===== config.mk =====
export PLATFORM = sky130hd
export DESIGN_NAME = cavlc_block_sequencer
export DESIGN_NICKNAME = d
export VERILOG_FILES = /design/src/rtl/cavlc_block_sequencer.sv
export SDC_FILE = /design/constraint.sdc
export NUM_CORES = 1
export LEC_CHECK = 0
export CAP_MARGIN = 30
export CORE_ASPECT_RATIO = 1.4
export CORE_MARGIN = 4
export CORE_UTILIZATION = 47
export CTS_CLUSTER_SIZE = 25
export DETAILED_ROUTE_END_ITERATION = 10
export PLACE_DENSITY = 0.91
export SYNTH_ARGS = -nofsm -noshare
export SYNTH_HDL_FRONTEND = slang
export SYNTH_SLANG_ARGS = --single-unit

===== constraint.sdc =====
create_clock -name Clk -period 3.24 [get_ports Clk]
set_input_delay 0.486 -clock Clk [delete_from_list [all_inputs] [get_ports Clk]]
set_output_delay 0.486 -clock Clk [all_outputs]
set_load 0.01 [all_outputs]

===== src/rtl/cavlc_block_sequencer.sv =====
// cavlc_block_sequencer
//   Stage sequencer for the CAVLC residual decoder. For every 4x4 block of a
//   macroblock it runs coeff_token, level, total_zeros and run_before in
//   order, skipping stages with no work, forwards the active stage's shift
//   request to the shared bitstream shifter and aborts a stalled stage via a
//   watchdog.
//
// Ports
//   Clk, Reset             clock, synchronous active-high reset
//   Start, NumBlocks       macroblock start and block count (0..16)
//   Busy, MbDone, Error    status: non-idle, completion pulse, watchdog pulse
//   BlockIdx               0-based index of the block being decoded
//   *En / *Done            per-stage enable (out) and completion (in)
//   *NumShift / *ShiftEn   per-stage shift requests (in)
//   TotalCoeffIn/TrailingOnesIn  coeff_token results, valid with TokenDone
//   TotalCoeff/TrailingOnes      latched copies for the downstream stages
//   NumShift, ShiftEn      shift request forwarded to the bitstream shifter
module cavlc_block_sequencer #(
    parameter int unsigned MAX_COEFF = 16,
    parameter int unsigned TIMEOUT   = 64
) (
    input  logic       Clk,
    input  logic       Reset,
    input  logic       Start,
    input  logic [4:0] NumBlocks,
    output logic       Busy,
    output logic       MbDone,
    output logic       Error,
    output logic [3:0] BlockIdx,
    output logic       TokenEn,
    output logic       LevelEn,
    output logic       ZerosEn,
    output logic       RunEn,
    input  logic       TokenDone,
    input  logic       LevelDone,
    input  logic       ZerosDone,
    input  logic       RunDone,
    input  logic [4:0] TokenNumShift,
    input  logic [4:0] LevelNumShift,
    input  logic [4:0] ZerosNumShift,
    input  logic [4:0] RunNumShift,
    input  logic       TokenShiftEn,
    input  logic       LevelShiftEn,
    input  logic       ZerosShiftEn,
    input  logic       RunShiftEn,
    input  logic [4:0] TotalCoeffIn,
    input  logic [1:0] TrailingOnesIn,
    output logic [4:0] TotalCoeff,
    output logic [1:0] TrailingOnes,
    output logic [4:0] NumShift,
    output logic       ShiftEn
);

    typedef enum logic [2:0] {
        IDLE,
        TOKEN,
        LEVEL,
        ZEROS,
        RUN,
        NEXT
    } state_t;

    state_t     state;
    state_t     state_nxt;
    logic [4:0] num_blocks;
    logic [6:0] wd_cnt;
    logic       zero_mb_done;
    logic       last_block;
    logic       stage_active;
    logic       wd_expired;
    logic       accept_start;

    assign stage_active = (state == TOKEN) || (state == LEVEL) ||
                          (state == ZEROS) || (state == RUN);
    assign wd_expired   = stage_active && (wd_cnt == 7'(TIMEOUT - 1));
    assign last_block   = ({1'b0, BlockIdx} == (num_blocks - 5'd1));
    assign accept_start = (state == IDLE) && Start && (NumBlocks != '0);

    assign Busy    = (state != IDLE);
    assign TokenEn = (state == TOKEN);
    assign LevelEn = (state == LEVEL);
    assign ZerosEn = (state == ZEROS);
    assign RunEn   = (state == RUN);
    // Final-block completion is decoded from NEXT; an empty macroblock uses a
    // registered pulse so it appears the cycle after Start.
    assign MbDone  = ((state == NEXT) && last_block) || zero_mb_done;

    // Next-state logic; a stage's Done wins over the watchdog in the same cycle.
    always_comb begin
        state_nxt = state;
        Error     = 1'b0;
        unique case (state)
            IDLE: begin
                if (accept_start) state_nxt = TOKEN;
            end
            TOKEN: begin
                if (TokenDone) begin
                    state_nxt = (TotalCoeffIn == '0) ? NEXT : LEVEL;
                end else if (wd_expired) begin
                    state_nxt = IDLE;
                    Error     = 1'b1;
                end
            end
            LEVEL: begin
                if (LevelDone) begin
                    state_nxt = (TotalCoeff == 5'(MAX_COEFF)) ? NEXT : ZEROS;
                end else if (wd_expired) begin
                    state_nxt = IDLE;
                    Error     = 1'b1;
                end
            end
            ZEROS: begin
                if (ZerosDone) begin
                    state_nxt = RUN;
                end else if (wd_expired) begin
                    state_nxt = IDLE;
                    Error     = 1'b1;
                end
            end
            RUN: begin
                if (RunDone) begin
                    state_nxt = NEXT;
                end else if (wd_expired) begin
                    state_nxt = IDLE;
                    Error     = 1'b1;
                end
            end
            NEXT: begin
                state_nxt = last_block ? IDLE : TOKEN;
            end
            default: state_nxt = IDLE;
        endcase
    end

    // Shift request mux: only the active stage reaches the shifter.
    always_comb begin
        NumShift = '0;
        ShiftEn  = 1'b0;
        unique case (state)
            TOKEN: begin
                NumShift = TokenNumShift;
                ShiftEn  = TokenShiftEn;
            end
            LEVEL: begin
                NumShift = LevelNumShift;
                ShiftEn  = LevelShiftEn;
            end
            ZEROS: begin
                NumShift = ZerosNumShift;
                ShiftEn  = ZerosShiftEn;
            end
            RUN: begin
                NumShift = RunNumShift;
                ShiftEn  = RunShiftEn;
            end
            default: begin
                NumShift = '0;
                ShiftEn  = 1'b0;
            end
        endcase
    end

    always_ff @(posedge Clk) begin
        if (Reset) begin
            state        <= IDLE;
            num_blocks   <= '0;
            BlockIdx     <= '0;
            TotalCoeff   <= '0;
            TrailingOnes <= '0;
            wd_cnt       <= '0;
            zero_mb_done <= 1'b0;
        end else begin
            state        <= state_nxt;
            zero_mb_done <= (state == IDLE) && Start && (NumBlocks == '0);
            // Counter runs only while a stage is waiting and restarts on any
            // state change, so each stage gets a full TIMEOUT window.
            if ((state_nxt != state) || !stage_active) begin
                wd_cnt <= '0;
            end else begin
                wd_cnt <= wd_cnt + 7'd1;
            end
            if (accept_start) begin
                num_blocks <= NumBlocks;
                BlockIdx   <= '0;
            end
            if ((state == TOKEN) && TokenDone) begin
                TotalCoeff   <= TotalCoeffIn;
                TrailingOnes <= TrailingOnesIn;
            end
            if ((state == NEXT) && !last_block) begin
                BlockIdx <= BlockIdx + 4'd1;
            end
        end
    end

endmodule


==> run summary <==
P_sw -> 255 µW
Comb power frac -> 0.336
mapped cell area -> 1700 µm²
# rows -> 25
worst hold slack -> 461 ps
die area -> 4650 µm²
post-DR wirelength/cell -> 14.8 µm
cells along the critical path -> inv_1 -> ha_1 -> xnor2_1 -> nor2_1 -> o311a_1 -> a21o_1 -> clkdlybuf4s50_1
All-Layer GR Usage -> 0.200
Max Transition Viols Final -> 0
Final TNS setup -> 0 ps
Final Cycle Share -> 0.879
synth cell count leaders -> 28 x nand2_1, 27 x dfxtp_1, 17 x nor2_1
share of layout cells above drive strength 1 -> 0.0824
synth top area cells -> dfxtp_1 32%, nand2_1 6.2%, a22oi_1 4.9%
arrival time at the worst endpoint -> 2360 ps
largest net degree at the start of global routing -> 22
maxcap violations -> 0
final setup skew -> 3.81 ps
RSZ-0062 raised after global routing -> false
sequential area share after synthesis -> 0.318
Max VDD drop -> 0.000394 V
Post-synth top flop -> dfxtp_1
CORE AREA -> 3440 µm²
Req. time, crit path -> 2750 ps
latest clock arrival within the worst-skew pair -> 280 ps
r2r setup slk -> 860 ps
final wirelength -> 4.55 mm
CTS Buf Count -> 3
outcome -> finished clean
Seq cells post-synth -> 27
Met2 Wirelength -> 2.28 mm
CP Class -> flip-flop to output pin
drt initial violations -> 62
Fin. Hold Viols -> 0
post-synth top area cell -> dfxtp_1
final setup vio count -> 0
width of the die -> 58.8 µm
Pre-antenna DRT Iters -> 4
Clk pin slew, worst setup/hold paths -> 90 ps
syn nets -> 248
Via density -> 5.81
CTS Root Cell -> clkbuf_8
register area -> 541 µm²
share of the synthesized area in the top cell type -> 0.318
Largest stage delay, worst path -> 530 ps
fin nets -> 314
cts repair resizes -> 0
Crit Path Max Fanout -> 7
Die Ht -> 79.1 µm
Syn-to-layout area delta -> 42.2%
placed instance area -> 2370 µm²
pwr/cell area -> 353 nW/µm²
yosys warns -> 0
vias in the first global route -> 1762
area used by multi-input combinational logic -> 1060 µm²
Vias -> 1783
antenna violations before repair -> 0
Slowest-stage cell, CP -> clkdlybuf4s50_1
Flop pwr share -> 0.441
CTS tree -> done
Worst Setup End Kind -> output pin
clock network fraction of design power -> 0.223
initial core utilization -> 0.494
RePlAce Congestion -> 0.807
worst relative slew slack -> 0.565
Worst-Margin Slew -> 651 ps
number of synthesized flops with an enable pin -> 0
post-CTS setup buffer count -> 0
syn avg cell area -> 8.41 µm²
first-pass GRT wire length -> 7.50 mm
worst hold path type -> flip-flop to flip-flop
I/O pin count -> 67
count leader, synth -> nand2_1
ANT cells -> 0
Switching Fraction -> 0.299
Internal -> 598 µW
fmax -> 351 MHz
Leak -> 0.000849 µW
# fillers -> 287
Post-synth ARST share -> 0
final instance area -> 2420 µm²
Post-DP HPWL -> 3.55 mm
GRT overflow -> 0
PortBufs -> 66
startpoint types -> flip-flop
H-tree levels -> 1
CTS sink cnt -> 27
antenna viol nets, final -> 0
maximum root-to-sink buffer count -> 2
Cells after Synth -> 202
Max Used Layer -> met4
Hold Buf Count CTS -> 0
Yosys cell types -> 56
wl on met1 -> 1.73 mm
fin crit period -> 2850 ps
DRC -> 0
metal3 WL -> 456 µm
sequential cells by signal (all words and copies together), names as in the netlist:
signal and count:
BlockIdx 4, num_blocks 5, TrailingOnes 2, state 3
zero_mb_done 1, TotalCoeff 5, wd_cnt 7
area by class of cell:
cell class                      count  area share
Multi-Input combinational cell    159       0.440
Timing Repair Buffer               70       0.286
Sequential cell                    27       0.224
Tap cell                           40      0.0207
Clock buffer                        3      0.0171
Inverter                            7      0.0109
Clock inverter                      1     0.00207
kinds of logic after synthesis:
logic type               share of synthesized area
AO/OA/AOI/OAI                                0.224
XOR/XNOR                                    0.0464
adder cells (fa/ha/maj)                     0.0221
buffers and inverters                       0.0567
flip-flops                                   0.318
multiplexers                                0.0390
AND/OR/NAND/NOR                              0.294
per-layer routing:
| metal | GRT usage | vias to the layer above |
|---|---|---|
| met4 | 0.0703 | 0 |
| met1 | 0.211 | 810 |
| met5 | 0 | - |
| met3 | 0.0341 | 9 |
| li1 | - | 880 |
| met2 | 0.382 | 84 |
worst paths after layout:
check | startpoint | to | depth (start not counted)
worst min-delay path | wd_cnt[0] | wd_cnt[0] | 1
worst max register to register | state[0] | wd_cnt[1] | 7
worst min register to register | wd_cnt[0] | wd_cnt[0] | 1
worst max-delay path | num_blocks[0] | MbDone | 7
per-stage QoR:
| step | power [µW] | util | setup slack [ps] | std cells |
|---|---|---|---|---|
| floorplan | 544 | - | 1100 | 202 |
| global placement | 666 | 0.689 | 589 | 303 |
| detailed placement | 671 | 0.689 | 512 | 303 |
| CTS | 857 | 0.702 | 412 | 307 |
| global route | 902 | 0.702 | 215 | 307 |
| finish | 853 | 0.702 | 392 | 307 |
worst max-delay path: cells and delay by family (launching register included):
kind	cells	cell delay, ps
and+or+nand+nor	1	170
DFF	1	390
buffers and inverters	2	590
AOI/OAI and AO/OA	2	500
adders and majority gates	1	300
xor gates and xnor gates	1	130
power groups by stage:
stage	registers [µW]	clock network, µW	logic (µW)
final	376	190	287
after global routing	380	207	314
after CTS	376	192	289
after detailed placement	384	0	288
after global placement	383	0	283
after floorplan	369	0	175
cell usage in the layout, fill, tap and decap left out, types with 2 or more instances in the layout:
| master | instances |
|---|---|
| clkdlybuf4s50_1 | 66 |
| nand2_1 | 28 |
| dfxtp_1 | 27 |
| nor2_1 | 17 |
| a21oi_1 | 12 |
| a22oi_1 | 11 |
| inv_1 | 7 |
| o21ai_0 | 7 |
| nor3_1 | 5 |
| mux2_2 | 5 |
| xnor2_1 | 5 |
| nor4_1 | 5 |
| nor3b_1 | 4 |
| xor2_1 | 4 |
| buf_4 | 4 |
| o21a_1 | 3 |
| nand3_1 | 3 |
| ha_1 | 3 |
| clkbuf_8 | 3 |
| nand4_1 | 2 |
| and2_1 | 2 |
| nand3b_1 | 2 |
| nand4b_1 | 2 |
| a21o_1 | 2 |
| o21ai_1 | 2 |
| or4_4 | 2 |
| o211ai_1 | 2 |
| a211oi_1 | 2 |
| nor4b_2 | 2 |
| o41ai_1 | 2 |
Note: power is estimated with default switching activity, not from simulation.
